==> config.mk <==
export PLATFORM = sky130hd
export DESIGN_NAME = char_tx_port
export DESIGN_NICKNAME = d
export VERILOG_FILES = /design/src/rtl/char_tx_pkg.sv /design/src/rtl/char_fifo.sv /design/src/rtl/char_tx_port.sv
export SDC_FILE = /design/constraint.sdc
export NUM_CORES = 1
export LEC_CHECK = 0
export BUFFER_PORTS_ARGS = -buffer_cell sky130_fd_sc_hd__buf_4
export CORE_UTILIZATION = 33
export DETAILED_ROUTE_END_ITERATION = 7
export GPL_TIMING_DRIVEN = 1
export SETUP_SLACK_MARGIN = 0.5
export SLEW_MARGIN = 30
export SYNTH_ARGS = -nofsm -noshare
export SYNTH_HDL_FRONTEND = slang
export SYNTH_HIERARCHICAL = 1
export SYNTH_SLANG_ARGS = --single-unit
==> constraint.sdc <==
create_clock -name clk -period 3.5 [get_ports clk]
set_input_delay 0.35 -clock clk [delete_from_list [all_inputs] [get_ports clk]]
set_output_delay 0.35 -clock clk [all_outputs]
set_load 0.01 [all_outputs]
==> src/rtl/char_tx_pkg.sv <==
// Shared constants for the memory-mapped character TX port.
// CHARTX_DROP_CNT_EN selects the compact status layout that carries the drop counter.
package char_tx_pkg;

  localparam logic [31:0] TX_ADDR_DEF     = 32'h0000_0100;
  localparam logic [31:0] STATUS_ADDR_DEF = 32'h0000_0101;

  localparam int CTL_CLR_OVF = 0;
  localparam int CTL_FLUSH   = 1;

  localparam int ST_DROP_LSB = 8;
  localparam int DROP_W      = 8;

`ifdef CHARTX_DROP_CNT_EN
  // Count squeezes into a nibble so the drop counter can own the upper byte.
  localparam int ST_COUNT_W = 4;
  localparam int ST_EMPTY   = 4;
  localparam int ST_FULL    = 5;
  localparam int ST_OVF     = 6;
`else
  localparam int ST_COUNT_W = 8;
  localparam int ST_EMPTY   = 8;
  localparam int ST_FULL    = 9;
  localparam int ST_OVF     = 10;
`endif

  function automatic logic [DROP_W-1:0] satInc(input logic [DROP_W-1:0] v);
    return (v == {DROP_W{1'b1}}) ? v : v + {{(DROP_W-1){1'b0}}, 1'b1};
  endfunction

endpackage

==> src/rtl/char_fifo.sv <==
// First-word-fall-through character FIFO with extra-MSB pointers.
// A full FIFO still accepts a push when the head leaves on the same edge.
module char_fifo #(
  parameter int DEPTH  = 8,
  parameter int CHAR_W = 16
) (
  input  logic                     clk,
  input  logic                     rst,
  input  logic                     push_i,
  input  logic                     pop_i,
  input  logic                     flush_i,
  input  logic [CHAR_W-1:0]        data_i,
  output logic [CHAR_W-1:0]        data_o,
  output logic                     full_o,
  output logic                     empty_o,
  output logic [$clog2(DEPTH):0]   count_o
);

  localparam int AW = $clog2(DEPTH);

  logic [CHAR_W-1:0] mem_q [DEPTH];
  logic [AW:0]       wrPtr_q, wrPtr_d;
  logic [AW:0]       rdPtr_q, rdPtr_d;
  logic              doPush, doPop;

  assign empty_o = (wrPtr_q == rdPtr_q);
  assign full_o  = (wrPtr_q[AW] != rdPtr_q[AW]) && (wrPtr_q[AW-1:0] == rdPtr_q[AW-1:0]);
  assign count_o = wrPtr_q - rdPtr_q;

  assign doPop  = pop_i && !empty_o && !flush_i;
  assign doPush = push_i && (!full_o || doPop);

  // Flush discards everything queued so far by catching the read side up.
  always_comb begin
    wrPtr_d = wrPtr_q + {{AW{1'b0}}, doPush};
    rdPtr_d = flush_i ? wrPtr_q : rdPtr_q + {{AW{1'b0}}, doPop};
  end

  always_ff @(posedge clk) begin
    if (!rst) begin
      wrPtr_q <= '0;
      rdPtr_q <= '0;
    end else begin
      wrPtr_q <= wrPtr_d;
      rdPtr_q <= rdPtr_d;
    end
  end

  always_ff @(posedge clk) begin
    if (doPush) begin
      mem_q[wrPtr_q[AW-1:0]] <= data_i;
    end
  end

  // Stale storage is masked so an empty FIFO always presents zero.
  assign data_o = empty_o ? '0 : mem_q[rdPtr_q[AW-1:0]];

endmodule

==> src/rtl/char_tx_port.sv <==
// Memory-mapped character output port: stores to TX_ADDR queue characters for a
// valid/ready sink; STATUS_ADDR reads status and takes control stores. Macro: CHARTX_DROP_CNT_EN.
module char_tx_port
  import char_tx_pkg::*;
#(
  parameter int          DEPTH       = 8,
  parameter int          CHAR_W      = 16,
  parameter logic [31:0] TX_ADDR     = TX_ADDR_DEF,
  parameter logic [31:0] STATUS_ADDR = STATUS_ADDR_DEF
) (
  input  logic              clk,
  input  logic              rst,
  input  logic              mem_write,
  input  logic              mem_read,
  input  logic [31:0]       address,
  input  logic [31:0]       write_data,
  output logic              hit,
  output logic [31:0]       read_data,
  output logic [CHAR_W-1:0] char_out,
  output logic              char_valid,
  input  logic              char_ready
);

  localparam int CW = $clog2(DEPTH) + 1;

  logic          txSel, stSel;
  logic          pushReq, ctlWrite, clrOvf, flush, popReq, dropEvt;
  logic          fifoFull, fifoEmpty;
  logic [CW-1:0] fifoCount;
  logic          ovf_q, ovf_d;
  logic [31:0]   status;
  logic          unusedWdata;

  assign txSel = (address == TX_ADDR);
  assign stSel = (address == STATUS_ADDR);
  assign hit   = txSel || stSel;

  assign pushReq  = mem_write && txSel;
  assign ctlWrite = mem_write && stSel;
  assign clrOvf   = ctlWrite && write_data[CTL_CLR_OVF];
  assign flush    = ctlWrite && write_data[CTL_FLUSH];

  assign char_valid = !fifoEmpty;
  assign popReq     = char_valid && char_ready;
  assign dropEvt    = pushReq && fifoFull && !popReq;

  char_fifo #(
    .DEPTH  (DEPTH),
    .CHAR_W (CHAR_W)
  ) u_fifo (
    .clk     (clk),
    .rst     (rst),
    .push_i  (pushReq),
    .pop_i   (popReq),
    .flush_i (flush),
    .data_i  (write_data[CHAR_W-1:0]),
    .data_o  (char_out),
    .full_o  (fifoFull),
    .empty_o (fifoEmpty),
    .count_o (fifoCount)
  );

  always_comb begin
    ovf_d = ovf_q;
    if (dropEvt) begin
      ovf_d = 1'b1;
    end else if (clrOvf) begin
      ovf_d = 1'b0;
    end
  end

  always_ff @(posedge clk) begin
    if (!rst) begin
      ovf_q <= 1'b0;
    end else begin
      ovf_q <= ovf_d;
    end
  end

`ifdef CHARTX_DROP_CNT_EN
  logic [DROP_W-1:0] drop_q, drop_d;

  always_comb begin
    drop_d = drop_q;
    if (dropEvt) begin
      drop_d = satInc(drop_q);
    end else if (clrOvf) begin
      drop_d = '0;
    end
  end

  always_ff @(posedge clk) begin
    if (!rst) begin
      drop_q <= '0;
    end else begin
      drop_q <= drop_d;
    end
  end
`endif

  // Status is driven only while a load targets it so the MemData mux sees zero otherwise.
  always_comb begin
    status = '0;
    if (mem_read && stSel) begin
      status[ST_COUNT_W-1:0] = ST_COUNT_W'(fifoCount);
      status[ST_EMPTY]       = fifoEmpty;
      status[ST_FULL]        = fifoFull;
      status[ST_OVF]         = ovf_q;
`ifdef CHARTX_DROP_CNT_EN
      status[ST_DROP_LSB +: DROP_W] = drop_q;
`endif
    end
  end

  assign read_data = status;

  assign unusedWdata = ^write_data[31:CHAR_W];

endmodule

==> summary.md, run 1 <==
| Metric | Value |
|---|---|
| Ys async rst share | 0% |
| Initial antenna violation count | 0 |
| Pwr Density | 503.8 nW/um^2 |
| Required @ worst endpoint | 3.15 ns |
| Fillers | approximately 1600 |
| CTS tree | built |
| Layout Cells excl Fill | 692 |
| 1st-iter DRT viols | 233 |
| Worst-path maximum fanout | 16 |
| Clk pwr share | 50.9% |
| Placed Instance Area | 6868 sq um |
| Post-Route WL | 11630 um |
| Worst hold path type | input pin to flip-flop |
| Share of layout cells above drive strength 1 | 41.04% |
| First-pass GRT wire length | 17970 um |
| Final worst-path cycle share | 83.28% |
| Post-route cell area | 7594 sq um |
| Crit start category | flip-flop |
| Router iterations before antenna repair | 4 |
| Starting Density | 33.77% |
| Gate Count Post-Synth | between 300 and 400 |
| Sequential share of the synthesized area | 66.34% |
| Yosys reg bits | 137 |
| Number of diodes | 0 |
| Placer congestion estimate | 0.7859 |
| Pin count of the biggest net entering global routing | 36 |
| Finished Core Util | 42.27% |
| Post-synth cell types | 43 |
| MaxCap Viol Count | 0 |
| Ys Warns | 6 |
| Hold Path Depth | 1 |
| Routed WL per cell | between 15 and 20 um |
| GRT Residual Overflow | 0 |
| PortBufs | 77 |
| Fin. Hold Viols | 0 |
| HPWL after DPL | approximately 7400 um |
| Final setup viols | 0 |
| Min Tclk post-route | around 2.9 ns |
| Switching Share | 17.56% |
| Max Slew Vio Count | 0 |
| Crit path DAT | between 2 and 3 ns |
| Die ar. | 18930 sq um |
| LEAKAGE | 2.761 nW |
| Top post-synthesis cells by count | edfxtp_1, inv_1, mux4_2 |
| Die width | 137.6 um |
| Post-synth top flop | edfxtp_1 |
| Reg area | 4025 sq um |
| Sw Pwr | between 0.6 and 0.7 mW |
| Core area | ~18000 sq um |
| Total vias in the final route | 3254 |
| Seq pwr share | 46.8% |
| Status | finished clean |
| Fmax | 0.3431 GHz |
| Area Overhead vs Synth | 25.19% |
| Critical path class | flip-flop to output port |
| IO Pins | 119 |
| Clock-pin slew on the worst setup and hold paths | 0.05 ns |
| Setup TNS | 0 ns |
| Hold Path Origin | write_data[3] |
| Top cell type by total area after synthesis | edfxtp_1 |
| Overall Global Routing Usage | 13.36% |
| Worst r2r path cells | 8 |
| Vias in the first global route | 3323 |
| # DRC | 0 |
| Worst-Skew Late Latency | 0.41 ns |
| CTS HTree Levels | 4 |
| Top post-synthesis cells by area | edfxtp_1, mux4_2, buf_4 |
| Proportion of power drawn by combinational gates | 2.3% |
| Cell with the most instances after synthesis | edfxtp_1 |
| DP Worst Slack | about 0.3 ns |
| PnR Total Power | 3.826 mW |
| Num CTS Buffers | 17 |
| # hold bufs at CTS | 0 |
| Placed Cells | ~660 |
| Syn avg cell area | between 15 and 20 sq um |
| Int Pwr | 3.154 mW |
| Hold Slack | 0.1746 ns |
| Worst R2R Setup Slack | 0.71 ns |
| Antenna-violating nets left | 0 |
| Clock Tree Root | clkbuf_16 |
| Cell Area, Synth | 6066 sq um |
| Unrepaired setup endpoints after global routing | false |
| Setup ws final | between 0.5 and 0.6 ns |
| Skew final | 0.007050 ns |
| Vias per std cell | 4.702 |
| Synth top area share | 63.37% |
| Slew @ Worst Pin | 0.6760 ns |
| Area of the multi-input gates | 1749 sq um |
| Layout net count | 528 |
| Worst Setup End Kind | output port |
| Reg2reg start | u_fifo/rdPtr_q[2] |
| Die Height | 137.6 um |
| TritonCTS Sinks | 137 |
| Hold Path Sink | u_fifo/mem_q[0][3] |
| Clock Tree Buf Depth | 2 |
| Maximum VDD drop | 0.3334 mV |
| Worst R2R End | u_fifo/mem_q[7][12] |
| Num rows | 49 |
| Number of synthesized flops with an enable pin | 128 |
| Rel. slew slack | between 50% and 60% |
[per-layer routing]
| layer | global-route usage, % | share of wire, % | vias up |
|---|---|---|---|
| li1 | - | - | 1480 |
| met1 | 16.52 | 43 | 1649 |
| met2 | 22.64 | 51 | 113 |
| met3 | 3.385 | 4.6 | 12 |
| met4 | 4.579 | 0.95 | 0 |
| met5 | 0 | 0 | - |
[area by class of cell]
cell class | instances | area share (%)
Clock buffer | 17 | 5.602
Inverter | 43 | 2.126
Timing Repair Buffer | 95 | 9.441
Sequential cell | 137 | 53.01
Multi-Input combinational cell | 157 | 23.04
Tap cell | 229 | 3.773
Clock inverter | 14 | 3.015
[logic make-up after synthesis]
logic type               count (synthesis)  synth area share (%)
flip-flops                             137                 66.34
buffers and inverters                   81                 7.343
AND/OR/NAND/NOR                         59                 7.529
multiplexers                            35                 12.38
AO/OA/AOI/OAI                           23                 3.445
adder cells (fa/ha/maj)                  8                 1.774
XOR/XNOR                                 7                 1.135
other                                    1               0.06182
[worst max path at each step]
stage | startpoint | to | slack (ns)
6_report | u_fifo/rdPtr_q[2] | char_out[1] | 0.59
5_1_grt | u_fifo/rdPtr_q[2] | char_out[1] | 0.52
4_1_cts | u_fifo/rdPtr_q[2] | u_fifo/mem_q[1][9] | 0.51
3_5_place_dp | address[20] | u_fifo/mem_q[1][9] | 0.30
3_3_place_gp | address[8] | u_fifo/mem_q[6][14] | 0.38
2_1_floorplan | u_fifo/rdPtr_q[1] | u_fifo/mem_q[4][0] | 0.30
[state kept, by name, summed over array words and instances (netlist names)]
register / cells
ovf_q: 1
u_fifo/mem_q: 128
u_fifo/rdPtr_q: 4
u_fifo/wrPtr_q: 4
[worst max-delay path, stage by stage, from the launching register on]
cell and delay, ns:
dfxtp_1 0.43, inv_1 0.07, ha_1 0.33, and4_4 0.21
or2_2 0.53, o22ai_1 0.38, buf_4 0.19
[power by group through the flow]
stage                     clock network, mW  logic (mW)  registers (mW)
after CTS                              1.98      0.0907            1.79
after floorplan                           0      0.0398            1.82
after global routing                   2.04      0.0989            1.79
after global placement                    0      0.0865            1.82
after detailed placement                  0      0.0906            1.82
final                                  1.95      0.0892            1.79
[timing repair]
item                       4_1_cts  5_1_grt
setup buffers                    0        6
setup endpoints to repair       17       49
pin swaps                        0        2
resized for setup                2        4
[placed cells by master, fill, tap and decap left out, drive strengths merged]
cell type  synthesis  final
and2              10     10
or2                2      2
xnor2              5      5
clkbuf             3     17
dfxtp              9      9
nor3b              2      2
inv               43     43
nand4              2      2
nand2              4      4
buf               35     95
a21oi              2      2
nor2b              4      4
nand2b             3      3
a21o               1      1
xor2               2      2
conb               1     25
mux4              32     32
bufinv             0      6
fa                 1      1
and3               1      1
nor2               9      9
o22ai             16     16
clkinv             0      7
nor4b              1      1
clkinvlp           0      1
ha                 7      7
edfxtp           128    128
a21boi             1      1
mux2i              3      3
nor4               8      8
and4               2      2
o21ai              3      3
nand3              6      6
nor3               5      5
Note: power is estimated with default switching activity, not from simulation.
==> inputs of run 2 (changes only) <==
Settings changed: ABC_AREA from default to 1.
Clock period 3.5 ns to 3 ns, I/O delays scaled along.
==> run 2 against run 1 <==
  * Sequential cell count unchanged
  * Register-to-register slack got worse by 0.02 ns
  * Count of clock-buffer cells in the layout stayed put
  * Global-route usage is 0.70 points higher
  * Critical endpoint is now char_out[11]
  * Largest cell class unchanged
==> summary.md, run 2 <==
| Metric | Value |
|---|---|
| Worst-Skew Late Latency | between 0.4 and 0.5 ns |
| Fmax | 0.4316 GHz |
| # DRC | 0 |
| CTS tree | built |
| Number of synthesized flops with an enable pin | between 100 and 150 |
| CTS HTree Levels | 4 |
| Most frequent cells in the layout | nand2_1, inv_1, edfxtp_1 |
| Initial antenna violation count | 0 |
| Num CTS Buffers | 17 |
| Die width | 144.3 um |
| Largest register FFs | roughly 130 |
| Fin. Hold Viols | 0 |
| Crit start category | flip-flop |
| Placed Instance Area | 7498 sq um |
| HPWL after DPL | 7846 um |
| Die ar. | between 20000 and 25000 sq um |
| Ys Warns | 6 |
| GRT Residual Overflow | 0 |
| Post-route cell area | roughly 8100 sq um |
| Slew @ Worst Pin | 0.7822 ns |
| Worst r2r path cells | 13 |
| Antenna-violating nets left | 0 |
| Pwr Density | between 500 and 600 nW/um^2 |
| IO Pins | 119 |
| Rel. slew slack | approximately 48% |
| Ys async rst share | 0% |
| Router iterations before antenna repair | 4 |
| Required @ worst endpoint | about 2.7 ns |
| Unrepaired setup endpoints after global routing | true |
| Post-Route WL | between 10000 and 15000 um |
| Post-synth cell types | 26 |
| Total vias in the final route | around 4600 |
| Overall Global Routing Usage | around 14% |
| Core area | 19650 sq um |
| Worst Setup End Kind | output port |
| TritonCTS Sinks | 137 |
| Final setup viols | 0 |
| Pin count of the biggest net entering global routing | 66 |
| Worst R2R Setup Slack | around 0.69 ns |
| Final worst-path cycle share | 77.23% |
| MaxCap Viol Count | 0 |
| Synth top area share | 57.49% |
| Worst hold path type | input pin to flip-flop |
| Die Height | 144.3 um |
| Crit path DAT | 2.02 ns |
| Area of the multi-input gates | 1874 sq um |
| Yosys reg bits | 137 |
| Placer congestion estimate | 0.7031 |
| Fillers | 1942 |
| Sequential share of the synthesized area | roughly 60% |
| Clock Tree Buf Depth | 2 |
| Max Slew Vio Count | 0 |
| Clock-pin slew on the worst setup and hold paths | ~0.060 ns |
| Syn avg cell area | a little over 9 sq um |
| Area Overhead vs Synth | 21.50% |
| Status | finished clean |
| Setup TNS | 0 ns |
| Hold Slack | 0.1205 ns |
| Top post-synthesis cells by area | edfxtp_1, nand2_1, inv_1 |
| First-pass GRT wire length | 21550 um |
| Cell with the most instances after synthesis | nand2_1 |
| 1st-iter DRT viols | 207 |
| PortBufs | 77 |
| Num rows | 51 |
| Reg2reg start | u_fifo/wrPtr_q[0] |
| Critical path class | flip-flop to output port |
| Cell Area, Synth | approximately 6700 sq um |
| Routed WL per cell | 12.34 um |
| Starting Density | 34.02% |
| Top post-synthesis cells by count | nand2_1, inv_1, edfxtp_1 |
| Clock Tree Root | clkbuf_16 |
| Share of layout cells above drive strength 1 | 18.87% |
| Hold Path Origin | write_data[4] |
| Post-synth top flop | edfxtp_1 |
| Skew final | 0.006498 ns |
| LEAKAGE | 3.643 nW |
| Vias per std cell | 4.198 |
| # hold bufs at CTS | 0 |
| Reg area | 4031 sq um |
| Hold Path Depth | 1 |
| Worst R2R End | u_fifo/mem_q[5][6] |
| Most common cell after layout, fill and taps aside | nand2_1 |
| Top cell type by total area after synthesis | edfxtp_1 |
| Vias in the first global route | about 4200 |
| Number of diodes | 0 |
| Hold Path Sink | u_fifo/mem_q[6][4] |
| Maximum VDD drop | 0.4915 mV |
| Worst-path maximum fanout | 65 |
| Gate Count Post-Synth | 733 |
| Min Tclk post-route | 2.317 ns |
| Layout net count | 896 |
-- run 2: changes by cell type after synthesis, sizes merged, moves of 7 or more --
cell / change
mux4: -32
nand3: +82
nor2: +72
nand2: +184
and2: -10
buf: +7
inv: +116
o22ai: -16
nor4: -8
-- run 2: worst max-delay path by stage --
stage	from	end	slack [ns]	cells past startpoint
2_1_floorplan	u_fifo/rdPtr_q[1]	u_fifo/mem_q[0][0]	0.46	13
3_3_place_gp	u_fifo/wrPtr_q[0]	u_fifo/wrPtr_q[2]	0.50	15
3_5_place_dp	u_fifo/wrPtr_q[0]	u_fifo/wrPtr_q[2]	0.48	15
4_1_cts	u_fifo/wrPtr_q[0]	char_out[9]	0.57	10
5_1_grt	u_fifo/wrPtr_q[0]	u_fifo/wrPtr_q[2]	0.50	15
6_report	u_fifo/rdPtr_q[0]	char_out[11]	0.68	7
-- run 2: final cells by class --
class                      instances  area share (%)
sequential                       137           49.62
multi-input combinational        410           23.07
timing repair buffer              94           9.025
inverter                         159           7.408
clock buffer                      17           5.236
tap                              265           4.081
clock inverter                    15           1.556
-- run 2: stage by stage --
| stage | power [mW] | utilization, % | setup WS (ns) | cells |
|---|---|---|---|---|
| 6_report | 4.087 | 41.34 | 0.6830 | 1097 |
| 5_1_grt | 4.219 | 41.34 | 0.4968 | 1097 |
| 4_1_cts | 4.125 | 41.12 | 0.5662 | 1096 |
| 3_5_place_dp | 2.226 | 38.15 | 0.4770 | 1062 |
| 3_3_place_gp | 2.224 | 38.15 | 0.5019 | 1062 |
| 2_1_floorplan | 2.175 | - | 0.4553 | 757 |
-- run 2: report_power, final --
group	switching (mW)	leakage (nW)	internal, mW
sequential	0.0000000000263	1.22	2.09
clock	0.770	0.260	1.13
combinational	0.0505	2.16	0.0478
-- run 2: timing repair --
| item | 4_1_cts | 5_1_grt |
|---|---|---|
| endpoints found under the setup margin | 14 | 148 |
| gates resized for setup | 2 | 10 |
| pin swaps | 0 | 1 |
| buffers inserted | 2 | 1 |
-- run 2: critical path, stage by stage, from the launching register on --
cell	delay, ns
dfxtp_2	0.34
buf_4	0.62
nand2_1	0.13
nand3_1	0.11
nand3_1	0.08
nand2_1	0.12
nor2_2	0.04
buf_4	0.14
-- run 2: metal layers --
metal	routed length, um	share of wire, %	track usage [%]	vias to the layer above
li1	-	-	-	2394
met1	5882	43	16.71	2083
met2	6809	50	24.67	115
met3	674	5.0	3.311	13
met4	172	1.3	4.986	0
met5	0	0	0	-
-- run 2: logic make-up (layout without fill, tap and decap cells) --
kind of cell / count (synthesis) / count (layout) / synth area share (%)
simple gates: 359 / 359 / 22.68
flops: 137 / 137 / 60.18
buf+inv: 210 / 285 / 13.74
other cells: 1 / 25 / 0.05608
fa+ha+maj: 8 / 8 / 1.609
compound gates: 13 / 13 / 0.9730
xor+xnor: 5 / 5 / 0.7674
==> inputs of run 3 (changes only) <==
Clock period 3 ns to 2 ns, I/O delays scaled along.
==> run 3 against run 2 <==
  * Via count increased by 4.3%
  * Wire length up 8.3%
  * The flow now finishes with violations (negative setup slack)
  * Core utilization increased by 5.3 points
  * Worst setup slack lost 0.79 ns
  * Clock power increased by 82%
  * Non-clock buffer count increased by 30
  * Register-to-register slack worse by 0.79 ns
  * Global-route usage is 0.94 points higher
  * Largest cell class unchanged
  * Die area unchanged
  * Largest power group is now clock
  * Sequential cell count did not move
  * Highest routed layer unchanged
==> summary.md, run 3 (synthesis gave the netlist of run 2 again) <==
| Metric | Value |
|---|---|
| Clock Tree Root | clkbuf_16 |
| LEAKAGE | 3.935 nW |
| Sw Pwr | approximately 1.2 mW |
| Pwr Density | 733.7 nW/um^2 |
| Total vias in the final route | 4805 |
| Most frequent cells in the layout | nand2_1, inv_1, edfxtp_1 |
| Layout Cells excl Fill | 1127 |
| Maximum VDD drop | ~0.66 mV |
| Area Overhead vs Synth | 37.11% |
| Routed WL per cell | approximately 13 um |
| Finished Core Util | 46.64% |
| Seq pwr share | 46.5% |
| Max Slew Vio Count | 0 |
| First-pass GRT wire length | 22850 um |
| Fin. Hold Viols | 0 |
| Worst-Skew Late Latency | 0.42 ns |
| Crit-path slowest cell | dfxtp_2 |
| Placer congestion estimate | 0.7049 |
| Min Tclk post-route | between 2 and 2.5 ns |
| Largest register FFs | 128 |
| Violations in the final reports | negative setup slack |
| Clock-pin slew on the worst setup and hold paths | roughly 0.060 ns |
| Clk pwr share | 51.2% |
| Vias in the first global route | around 4500 |
| Unrepaired setup endpoints after global routing | true |
| Starting Density | 34.02% |
| Vias per std cell | 4.264 |
| Required @ worst endpoint | 1.80 ns |
| Initial antenna violation count | 0 |
| Critical path class | flip-flop to output port |
| Placed Cells | 1084 |
| Worst Setup End Kind | output port |
| Number of diodes | 0 |
| Final worst-path cycle share | 105.1% |
| IO Pins | 119 |
| Most common cell after layout, fill and taps aside | nand2_1 |
| Die width | 144.3 um |
| PortBufs | 77 |
| Int Pwr | 5.522 mW |
| Final setup viols | 149 |
| Crit start category | flip-flop |
| Worst-path maximum fanout | 7 |
| Status | complete, but fails checks |
| # hold bufs at CTS | 0 |
| Clock Tree Buf Depth | 2 |
| Post-Route WL | 14660 um |
| 1st-iter DRT viols | 171 |
| Antenna-violating nets left | 0 |
| Switching Share | between 10% and 20% |
| Num CTS Buffers | 17 |
| GRT Residual Overflow | 0 |
| Router iterations before antenna repair | 4 |
| CTS tree | built |
| Num rows | 51 |
| TritonCTS Sinks | 137 |
| Crit path DAT | 1.90 ns |
| Worst hold path type | input pin to flip-flop |
| Setup ws final | -0.1027 ns |
| Fmax | 0.4756 GHz |
| Share of layout cells above drive strength 1 | 29.35% |
| Core area | 19650 sq um |
| Skew final | 0.008381 ns |
| Pin count of the biggest net entering global routing | 42 |
| Crit path top cell by count | nor2_4 |
| Proportion of power drawn by combinational gates | ~2.3% |
| Worst-path cell chain | inv_2 > ha_4 > nand2_4 > nor2_4 > inv_2 > nor2_4 > buf_6 > inv_6 > buf_12 > nand2_4 > nor2_4 > buf_6 |
| # DRC | 0 |
| MaxCap Viol Count | 0 |
| Overall Global Routing Usage | 15.00% |
| HPWL after DPL | 8957 um |
| CP peak stage delay | between 0.3 and 0.4 ns |
| Die ar. | 20840 sq um |
| Die Height | ~140 um |
| CTS HTree Levels | 4 |
| Layout net count | a little over 900 |
## run 3: cell types whose count changed in the layout (fill, tap and decap cells not counted), sizes merged
cell,change
buf,+29
bufinv,+5
clkinvlp,-3
inv,-2
bufbuf,+1
clkbuf,+1
clkinv,-1
## run 3: metrics by stage
| step | hold slack, ns | total power [mW] | cell area (sq um) | TNS (ns) | setup slack [ns] |
|---|---|---|---|---|---|
| final | 0.01959 | 6.726 | 9168 | -11.92 | -0.1027 |
| after global routing | 0.008577 | 6.934 | 9168 | -23.35 | -0.1888 |
| after CTS | 0.003690 | 6.792 | 9014 | -12.42 | -0.1344 |
| after detailed placement | 0.4393 | 3.338 | 8061 | -5.757 | -0.06686 |
| after global placement | 0.4367 | 3.335 | 8061 | -3.686 | -0.04887 |
| after floorplan | 0.2970 | 3.261 | 7047 | -25.80 | -0.3035 |
## run 3: area by class of cell
type | instances | area (sq um)
Fill cell | 1829 | 10490
Sequential cell | 137 | 4035
Multi-Input combinational cell | 410 | 2273
Timing Repair Buffer | 124 | 1256
Inverter | 159 | 614.3
Clock buffer | 18 | 429.2
Tap cell | 265 | 331.6
Clock inverter | 14 | 227.7
## run 3: critical path: cells and delay by family (launching register included)
family | cells | cell delay [ns]
buf+inv | 6 | 0.53
flops | 1 | 0.34
simple gates | 5 | 0.34
fa+ha+maj | 1 | 0.27
## run 3: repair_timing
item / CTS / global route
buffers inserted: 8 / 2
endpoints found under the setup margin: 160 / 161
gates cloned: 1 / 0
gates resized for setup: 49 / 35
pin swaps: 18 / 12
## run 3: power by group through the flow
stage          registers (mW)  logic, mW  clock network [mW]
5_1_grt                  3.13      0.172                3.64
3_5_place_dp             3.19      0.150                   0
2_1_floorplan            3.19     0.0715                   0
6_report                 3.13      0.153                3.45
3_3_place_gp             3.19      0.147                   0
4_1_cts                  3.13      0.151                3.51
## run 3: path summary, 6_finish.rpt
path                startpoint                   to  slack [ns]  depth (start not counted)
max reg2reg  u_fifo/rdPtr_q[2]  u_fifo/mem_q[1][12]       -0.10                         14
max          u_fifo/rdPtr_q[2]         char_out[13]       -0.10                         12
min reg2reg              ovf_q                ovf_q        0.48                          2
min              write_data[2]   u_fifo/mem_q[3][2]        0.02                          1
## run 3: layer usage
metal,up-vias,global-route usage [%],wire length [um]
met1,2242,18.07,6396
met3,16,4.106,546
met5,-,0,0
li1,2453,-,-
met4,0,4.931,172
met2,94,25.78,7543
